File: config.mk
export PLATFORM = sky130hd
export DESIGN_NAME = shift_rotate_n
export DESIGN_NICKNAME = d
export VERILOG_FILES = /design/src/rtl/shift_rotate_n.sv
export SDC_FILE = /design/constraint.sdc
export NUM_CORES = 1
export LEC_CHECK = 0
export CORE_MARGIN = 3
export CORE_UTILIZATION = 40
export CTS_CLUSTER_DIAMETER = 80
export CTS_CLUSTER_SIZE = 20
export DETAILED_ROUTE_END_ITERATION = 10
export HOLD_SLACK_MARGIN = 0.1
export PLACE_DENSITY_LB_ADDON = 0.08
export REMOVE_ABC_BUFFERS = 1
export SLEW_MARGIN = 30
export SYNTH_ARGS = -nofsm -noshare
export SYNTH_HDL_FRONTEND = slang
export SYNTH_SLANG_ARGS = --single-unit
File: constraint.sdc
create_clock -name CLK -period 4.05 [get_ports CLK]
set_clock_uncertainty 0.2 [all_clocks]
set_input_delay 1.215 -clock CLK [delete_from_list [all_inputs] [get_ports CLK]]
set_output_delay 1.215 -clock CLK [all_outputs]
set_load 0.1 [all_outputs]
File: src/rtl/shift_rotate_n.sv
// WIDTH-generic shift/rotate/Johnson/arithmetic register. A Start request latches
// Mode and Amt, then applies Amt single-bit steps, one per clock, and pulses done.
module shift_rotate_n #(
    parameter int WIDTH = 4,
    parameter int AW    = $clog2(WIDTH + 1)
) (
    input  logic             CLK,
    input  logic             CLR,
    input  logic             Load,
    input  logic [WIDTH-1:0] D,
    input  logic             Start,
    input  logic [2:0]       Mode,
    input  logic [AW-1:0]    Amt,
    input  logic             Sin,
    output logic [WIDTH-1:0] q,
    output logic             Sout,
    output logic             busy,
    output logic             done
);

    typedef enum logic {
        IDLE = 1'b0,
        RUN  = 1'b1
    } state_t;

    typedef enum logic [2:0] {
        M_SHL = 3'b000,
        M_SHR = 3'b001,
        M_ROL = 3'b010,
        M_ROR = 3'b011,
        M_JOL = 3'b100,
        M_JOR = 3'b101,
        M_ASR = 3'b110,
        M_RSV = 3'b111
    } mode_t;

    state_t           state, state_nx;
    mode_t            mode_r, mode_nx;
    logic [AW-1:0]    cnt, cnt_nx;
    logic [WIDTH-1:0] q_nx, step_q;
    logic             sout_nx, step_sout;
    logic             busy_nx, done_nx;

    // One single-bit step of the latched mode; the reserved mode holds q and Sout.
    always_comb begin
        step_q    = q;
        step_sout = Sout;
        case (mode_r)
            M_SHL: begin step_q = {q[WIDTH-2:0], Sin};       step_sout = q[WIDTH-1]; end
            M_SHR: begin step_q = {Sin, q[WIDTH-1:1]};       step_sout = q[0];       end
            M_ROL: begin step_q = {q[WIDTH-2:0], q[WIDTH-1]}; step_sout = q[WIDTH-1]; end
            M_ROR: begin step_q = {q[0], q[WIDTH-1:1]};      step_sout = q[0];       end
            M_JOL: begin step_q = {q[WIDTH-2:0], ~q[WIDTH-1]}; step_sout = q[WIDTH-1]; end
            M_JOR: begin step_q = {~q[0], q[WIDTH-1:1]};     step_sout = q[0];       end
            M_ASR: begin step_q = {q[WIDTH-1], q[WIDTH-1:1]}; step_sout = q[0];      end
            M_RSV: begin step_q = q;                         step_sout = Sout;       end
            default: begin step_q = q;                       step_sout = Sout;       end
        endcase
    end

    // NOTE: every signal written here gets a default first, so no path can infer a latch.
    always_comb begin
        state_nx = state;
        mode_nx  = mode_r;
        cnt_nx   = cnt;
        q_nx     = q;
        sout_nx  = Sout;
        done_nx  = 1'b0;
        case (state)
            IDLE: begin
                if (Load) begin
                    q_nx = D;
                end else if (Start) begin
                    mode_nx = mode_t'(Mode);
                    if (Amt != '0) begin
                        cnt_nx   = Amt;
                        state_nx = RUN;
                    end else begin
                        done_nx = 1'b1;
                    end
                end
            end
            RUN: begin
                q_nx    = step_q;
                sout_nx = step_sout;
                cnt_nx  = cnt - 1'b1;
                if (cnt == AW'(1)) begin
                    state_nx = IDLE;
                    done_nx  = 1'b1;
                end
            end
            default: state_nx = IDLE;
        endcase
        busy_nx = (state_nx == RUN);
    end

    // NOTE: state is updated with non-blocking assignments so every register sees pre-edge values.
    always_ff @(posedge CLK or negedge CLR) begin
        if (!CLR) begin
            state  <= IDLE;
            mode_r <= M_SHL;
            cnt    <= '0;
            q      <= '0;
            Sout   <= 1'b0;
            busy   <= 1'b0;
            done   <= 1'b0;
        end else begin
            state  <= state_nx;
            mode_r <= mode_nx;
            cnt    <= cnt_nx;
            q      <= q_nx;
            Sout   <= sout_nx;
            busy   <= busy_nx;
            done   <= done_nx;
        end
    end

endmodule

Yosys cells after proc, flatten, opt, wreduce, memory -nomap -nowiden
Index checks and enable logic that the tools add are counted.

Register bits after elaboration: 13.

Multiplexer cells: 18. Eq/ne operators: 14. Reduce and logical (&&, ||, !) cells: 9. Add/subtract/negate cells: 1. Bitwise operators: 5.

Operator list (number): $pmux W4 S7 (1); $eq A3 B3 Y1 const B (4); $ne A2 B2 Y1 const B (6); $mux W3 (3); $reduce_and A3 Y1 (3); $mux W1 (8); $pmux W4 S2 (1); $eq A3 B1 Y1 const B (2); $eq A3 B2 Y1 const B (2); $pmux W1 S2 (3); $pmux W3 S2 (1); $not A1 Y1 (5); $mux W4 (1); $reduce_and A2 Y1 (2); $reduce_or A4 Y1 (1); $logic_not A3 Y1 (1); $reduce_bool A3 Y1 (1); $reduce_or A3 Y1 (1); $sub A3 B1 Y3 const B (1).

Depth between registers and ports, before layout
Gate-level depths: netlist (run 1).

Depth in word-level cells: 5. Gate-level depth with buffers: 5.

Worst setup path after synthesis (run 1)
OpenSTA, ideal clock, no wires.

Path kind: reg2out. Start: register, netlist name state. End: output busy. Data required time: 2.635 ns. Slack: 1.603 ns. Stages on the path, launching flop included: 1. Data arrival time: 1.032 ns. Buffers on the path: 0. Path through: dfrtp_1.

RTL lines: end, declared (line 17) `output logic busy,`.

==> results.md, run 1 <==
- Run status: finished clean
- Vias: 709
- Worst-path clk slew: about 0.080 ns
- DRT met1 WL: 763 um
- DR top layer: met4
- Critical R2R Launch: state
- H-Tree Level Count: 1
- Residual DRC count: 0
- Commonest non-fill, non-tap cell in the layout: clkdlybuf4s50_1
- Die height: just over 50 um
- WL final: 1.71 mm
- Antenna violations before repair: 0
- Final setup vio count: 0
- Pins Over Slew Limit: 0
- Congestion Overflow GR: 0
- Num rows: 15
- Synth warnings: 0
- Relative slew slack: 59.7%
- Post-synth cell types: 33
- Routability congestion estimate: 0.824
- Number of global-route vias before repair: 701
- Met3 WL: 125 um
- Ports: 22
- Hold path startpoint: cnt[1]
- Met2 wire len: between 800 and 900 um
- Post-CTS resize count: 0
- Core Area: 1820 sq um
- Final Cycle Share: between 60% and 70%
- Fmax achieved: 357 MHz
- Routed WL per cell: around 13 um
- Flop2flop setup slack: 2.21 ns
- Fill cells: 175
- First-pass GRT wire length: 2.95 mm
- Hold Crit Depth: 2
- FF+latch count, synth: 13
- Initial Utilization: 44.3%
- Clock tree buffer depth: 2
- Syn Inst Count: 83
- Unrepaired setup endpoints after global routing: no
- Final Hold Viols: 0
- Pre-antenna DRT Iters: 4
- Critical path's top delay family: flip-flops
- Clk root buf: clkbuf_4
- Clock latency on the worst-skew pair: 0.27 ns
- DR iter-0 viols: 14
- Crit-path max FO: 16
- Die area: around 2600 sq um
- CP max stage delay: ~0.7 ns
- Setup TNS Final: 0 ns
- Worst Path Arrival: 1.39 ns
- Reg2reg end: Sout
- Synth Flop Type: dfrtp_1
- Post-DRT Antenna Nets: 0
- Ys async rst share: between 90% and 100%
- DR vias/cell: 5.50
- Hold Buf Count CTS: 0
- Worst EP required: 2.63 ns
- Die width: roughly 51 um
- CTS Buf Count: 3
- Tmin final: 2.80 ns
- Layout Nets: 122
- Worst Path Buf+Inv: 1
- Hold path endpoint: cnt[1]
- Number of synthesized flops with an enable pin: 0
- Synth-to-Final Area Change: 27.5%
- Gr usage total: 15.1%
- Max_cap viols: 0
- Slowest cell on crit path: dfrtp_1
- Worst min path class: reg2reg
- Seq/Total Area, Yosys: 40.4%
- Share of cells above drive strength 1: 16.3%
- Reg2Reg Depth: 4
- Avg Cell Area, Syn: 9.71 sq um
- CTS tree: built
- Post-CTS setup buffers: 0
- Slew of the pin with the lowest slew margin: 0.603 ns
- Post-Syn Area: 806 sq um
- # diodes: 0
- Sink Count: 13
- Pin count of the biggest net entering global routing: 17
- Most frequent cells in the layout: 14 x clkdlybuf4s50_1, 13 x dfrtp_1, 8 x a21oi_1, 7 x nand2_1, 7 x buf_4
- CP endpoint kind: output pin
- Kind of critical path: reg2out
- Final HPWL DP: 1.27 mm
- Port Buffer Count: 21
- Crit-path cells: buf_4
- CP startpoint kind: flop
## cell usage after synthesis (2+ instances only)
library cell,n,area [sq um]
a21oi_1,8,40.0
nor2_1,3,11.3
o21ai_0,3,15.0
nand2_1,7,26.3
ha_1,2,25.0
and3_1,4,25.0
mux2i_1,3,30.0
dfrtp_1,13,325
nand3_1,2,10.0
a31oi_1,2,12.5
o21ai_1,5,25.0
o211ai_1,3,22.5
mux2_1,3,33.8
buf_2,2,10.0
inv_1,4,15.0
a211oi_1,2,15.0
## cell families (layout without fill, tap and decap cells)
kind of cell    count (synthesis)  count (layout)  synth area share (%)
compound gates                 29              29                  24.5
xor+xnor                        2               2                  3.11
fa+ha+maj                       2               2                  3.11
buf+inv                         9              30                  5.90
flops                          13              13                  40.4
mux                             7               7                  9.32
simple gates                   21              21                  13.7
## through the flow
step                instance area (sq um)  cells  utilization [%]  setup slack (ns)  hold WS, ns
finish                               1030    129             56.4              1.25        0.306
global route                         1030    129             56.4              1.14        0.354
CTS                                  1030    129             56.4              1.24        0.317
detailed placement                   1000    125             55.0              1.26        0.298
global placement                     1000    125             55.0              1.27        0.273
floorplan                             777     79                -              1.47        0.256
## layer usage
layer	up-vias	track usage (%)
met5	-	0
met4	0	5.38
met3	2	2.92
met2	27	26.3
met1	329	18.4
li1	351	-
## cell type report
cell class	instances	area [sq um]	share of cell area [%]
Inverter	5	18.8	1.83
Timing Repair Buffer	21	193	18.8
Sequential cell	13	325	31.7
Multi-Input combinational cell	61	433	42.1
Tap cell	25	31.3	3.05
Clock buffer	4	26.3	2.56
## how the worst max path moves through the flow
stage               startpoint     end  cells past startpoint
finish                   state    busy                      1
global route             state    busy                      1
CTS                      state    busy                      1
detailed placement      Amt[0]  cnt[0]                      5
global placement        Amt[0]  cnt[0]                      5
floorplan                state    busy                      0
## state kept, by name (all words and copies together), names as in the netlist
name and count:
q 4, cnt 3, mode_r 3, Sout 1, done 1, state 1
Power of run 1 is left out: the tool's default activity adds up to more than one toggle a clock period on the data nets, which glitch-free logic cannot reach.
==> run 2, diff against run 1 <==
Clock period 4.05 ns to 2.6 ns, I/O delays scaled along.
==> results.md, run 2 (same netlist as run 1, synthesis figures left out) <==
- Run status: finished clean
- Die height: slightly above 50 um
- Worst EP required: 1.62 ns
- Worst min path class: reg2reg
- CP max stage delay: around 0.76 ns
- Layout Nets: 122
- Initial Utilization: 44.3%
- Worst Path Arrival: 1.29 ns
- Gr usage total: 14.6%
- DR iter-0 viols: 15
- Pin count of the biggest net entering global routing: 17
- Fill cells: about 180
- Non-Filler Instances: 129
- Top Registers: q x4, cnt x3, mode_r x3
- Fmax achieved: 440 MHz
- Slew of the pin with the lowest slew margin: ~0.65 ns
- Ports: 22
- Unrepaired setup endpoints after global routing: no
- # diodes: 0
- Sink Count: 13
- Vias: ~700
- Number of global-route vias before repair: 638
- Worst-path clk slew: ~0.080 ns
- Residual DRC count: 0
- Max_cap viols: 0
- CTS tree: built
- Final Hold Viols: 0
- Critical path's top delay family: flip-flops
- Clock latency on the worst-skew pair: roughly 0.27 ns
- Post-DRT Antenna Nets: 0
- Worst Path Buf+Inv: 1
- CP startpoint kind: flop
- Port Buffer Count: 21
- Die width: 50.9 um
- Clk root buf: clkbuf_4
- H-Tree Level Count: 1
- Kind of critical path: reg2out
- WHS: 0.303 ns
- Congestion Overflow GR: 0
- Final HPWL DP: 1.28 mm
- Num rows: 15
- Antenna violations before repair: 0
- First-pass GRT wire length: 2.88 mm
- Final Cycle Share: around 90%
- Inst Count DP: 125
- Final setup vio count: 0
- Core Area: 1820 sq um
- Clock tree buffer depth: 2
- Number of flip-flops in the largest register: 4
- Share of cells above drive strength 1: 16.3%
- Crit-path max FO: 16
- CP endpoint kind: output pin
- DR vias/cell: 5.51
- Slowest cell on crit path: dfrtp_1
- Die area: 2590 sq um
- Crit-path cells: buf_12
- Pins Over Slew Limit: 0
- Pre-antenna DRT Iters: 4
- Most frequent cells in the layout: 14 x clkdlybuf4s50_1, 13 x dfrtp_1, 8 x a21oi_1, 7 x nand2_1, 6 x buf_4
- Post-CTS resize count: 0
- Largest Register: q
- Post-CTS setup buffers: 0
- Hold Buf Count CTS: 0
- Setup TNS Final: 0 ns
- Synth-to-Final Area Change: 29.0%
- CTS Buf Count: 3
- WL final: about 1.7 mm
- Routability congestion estimate: 0.790
- Relative slew slack: a little under three fifths
- Routed WL per cell: 13.3 um
- Final core occ: a little under three fifths
- Commonest non-fill, non-tap cell in the layout: clkdlybuf4s50_1
- Tmin final: 2.27 ns
## run 2: worst paths after layout
kind | from | slack (ns) | depth (start not counted) | end
hold reg to reg | cnt[1] | 0.30 | 2 | cnt[1]
setup reg to reg | state | 0.73 | 4 | Sout
min in group asynchronous | CLR | 0.68 | 1 | q[0]
setup / recovery | state | 0.33 | 1 | busy
hold / removal | cnt[1] | 0.30 | 2 | cnt[1]
max in group asynchronous | CLR | 1.13 | 1 | Sout
## run 2: worst min-delay path: stages (launching register included)
cell	delay [ns]
dfrtp_1	0.35
nand2_1	0.05
o21ai_1	0.06
## run 2: per-layer routing
layer | vias to the layer above | share of wire, % | GRT usage, % | wire length, um
li1 | 355 | - | - | -
met1 | 335 | 47 | 19.6 | 810
met2 | 19 | 45 | 22.8 | 775
met3 | 2 | 6.8 | 5.25 | 116
met4 | 0 | 0.70 | 2.69 | 12
met5 | - | 0 | 0 | 0
## run 2: metrics by stage
stage | area [sq um] | worst slack [ns]
2_1_floorplan | 777 | 0.373
3_3_place_gp | 1010 | 0.255
3_5_place_dp | 1010 | 0.221
4_1_cts | 1040 | 0.326
5_1_grt | 1040 | 0.268
6_report | 1040 | 0.325
## run 2: layout make-up
| type | instances | area, sq um | area share [%] |
|---|---|---|---|
| flip-flops and latches | 13 | 325 | 31.3 |
| well taps | 25 | 31.3 | 3.01 |
| multi-input cells | 61 | 433 | 41.6 |
| repair buffers | 21 | 205 | 19.7 |
| clock buffers | 4 | 26.3 | 2.53 |
| inverters | 5 | 18.8 | 1.81 |
Power of run 2 is left out for the same reason.
==> run 3, diff against run 2 <==
Clock period 2.6 ns to 2.4 ns, I/O delays scaled along.
==> results.md, run 3 (same netlist as run 1, synthesis figures left out) <==
- Layout Nets: around 120
- Hold Buf Count CTS: 0
- Core Area: 1820 sq um
- Share of cells above drive strength 1: 17.1%
- First-pass GRT wire length: 3.06 mm
- CP max stage delay: 0.76 ns
- Gr usage total: 16.1%
- Fmax achieved: 452 MHz
- Final HPWL DP: around 1.3 mm
- Pins Over Slew Limit: 0
- Antenna violations before repair: 0
- Die area: 2590 sq um
- Number of global-route vias before repair: about 680
- Crit-path max FO: 16
- Largest Register: q
- Pin count of the biggest net entering global routing: 17
- Pre-antenna DRT Iters: 4
- Worst EP required: between 1 and 1.5 ns
- Initial Utilization: 44.3%
- Sink Count: 13
- Slew of the pin with the lowest slew margin: 0.640 ns
- Post-DRT Antenna Nets: 0
- Port Buffer Count: 21
- Die height: around 50 um
- Final Cycle Share: 92.3%
- Setup TNS Final: 0 ns
- Worst-path clk slew: 0.08 ns
- Run status: finished clean
- Ports: 22
- Clock latency on the worst-skew pair: 0.28 ns
- CP startpoint kind: flop
- Num rows: 15
- Final core occ: 61.6%
- Slowest cell on crit path: dfrtp_1
- Max_cap viols: 0
- Crit-path cells: buf_12
- Final setup vio count: 0
- WL final: between 1.5 and 2 mm
- Post-CTS setup buffers: 0
- H-Tree Level Count: 1
- Clk root buf: clkbuf_4
- Setup ws final: 0.186 ns
- Relative slew slack: a little under three fifths
- Clock tree buffer depth: 2
- Residual DRC count: 0
- DR iter-0 viols: 6
- Synth-to-Final Area Change: 39.3%
- Die width: 50.9 um
- Critical path's top delay family: flip-flops
- CTS tree: built
- Worst min path class: reg2reg
- Post-CTS resize count: 0
- Fill cells: 162
- Unrepaired setup endpoints after global routing: no
- Number of flip-flops in the largest register: 4
- Worst slack at placement: 0.129 ns
- Congestion Overflow GR: 0
- Tmin final: 2.21 ns
- CTS Buf Count: 3
- CP endpoint kind: output pin
- Final Hold Viols: 0
- DR vias/cell: 5.48
- Most frequent cells in the layout: 14 x clkdlybuf4s50_1, 13 x dfrtp_1, 8 x a21oi_1, 7 x nand2_1, 7 x buf_12
- Routability congestion estimate: 0.809
- Worst Path Buf+Inv: 1
- Top Registers: q x4, cnt x3, mode_r x3
- Vias: ~710
- Worst Path Arrival: 1.29 ns
- # diodes: 0
- Commonest non-fill, non-tap cell in the layout: clkdlybuf4s50_1
- Routed WL per cell: 13.8 um
- Kind of critical path: reg2out
[run 3: cell types whose count changed in the layout (fill, tap and decap cells not counted)]
cell	before	now
buf_4	6	1
buf_12	1	7
[run 3: stage by stage]
stage	cells	hold slack (ns)	cell area (sq um)
floorplan	79	0.224	777
global placement	126	0.284	1100
finish	130	0.299	1120
detailed placement	126	0.287	1100
CTS	130	0.306	1120
global route	130	0.325	1120
[run 3: per-layer routing]
layer	wire (um)	global-route usage [%]	vias up	share of wire, %
li1	-	-	355	-
met1	807	19.7	333	45
met2	851	25.9	21	47
met3	108	4.08	4	6.0
met4	31	8.52	0	1.7
met5	0	0	-	0
[run 3: final timing paths]
path	from	endpoint	slack, ns	depth (start not counted)
max	state	busy	0.19	1
min	cnt[1]	cnt[1]	0.30	2
max reg2reg	state	Sout	0.54	4
min reg2reg	cnt[1]	cnt[1]	0.30	2
max in group asynchronous	CLR	done	0.99	1
min in group asynchronous	CLR	q[0]	0.62	1
[run 3: layout make-up]
class	instances	area (sq um)	area share, %
multi-input combinational	61	433	38.6
timing repair buffer	22	288	25.6
clock buffer	4	26.3	2.34
tap	25	31.3	2.79
sequential	13	325	29.0
inverter	5	18.8	1.67
[run 3: worst reg2reg max path, stage by stage (launching register included)]
cell and delay (ns):
dfrtp_1 0.76, inv_2 0.20, or3_1 0.41, o21ai_1 0.08
a211oi_1 0.08
Power of run 3 is left out for the same reason.
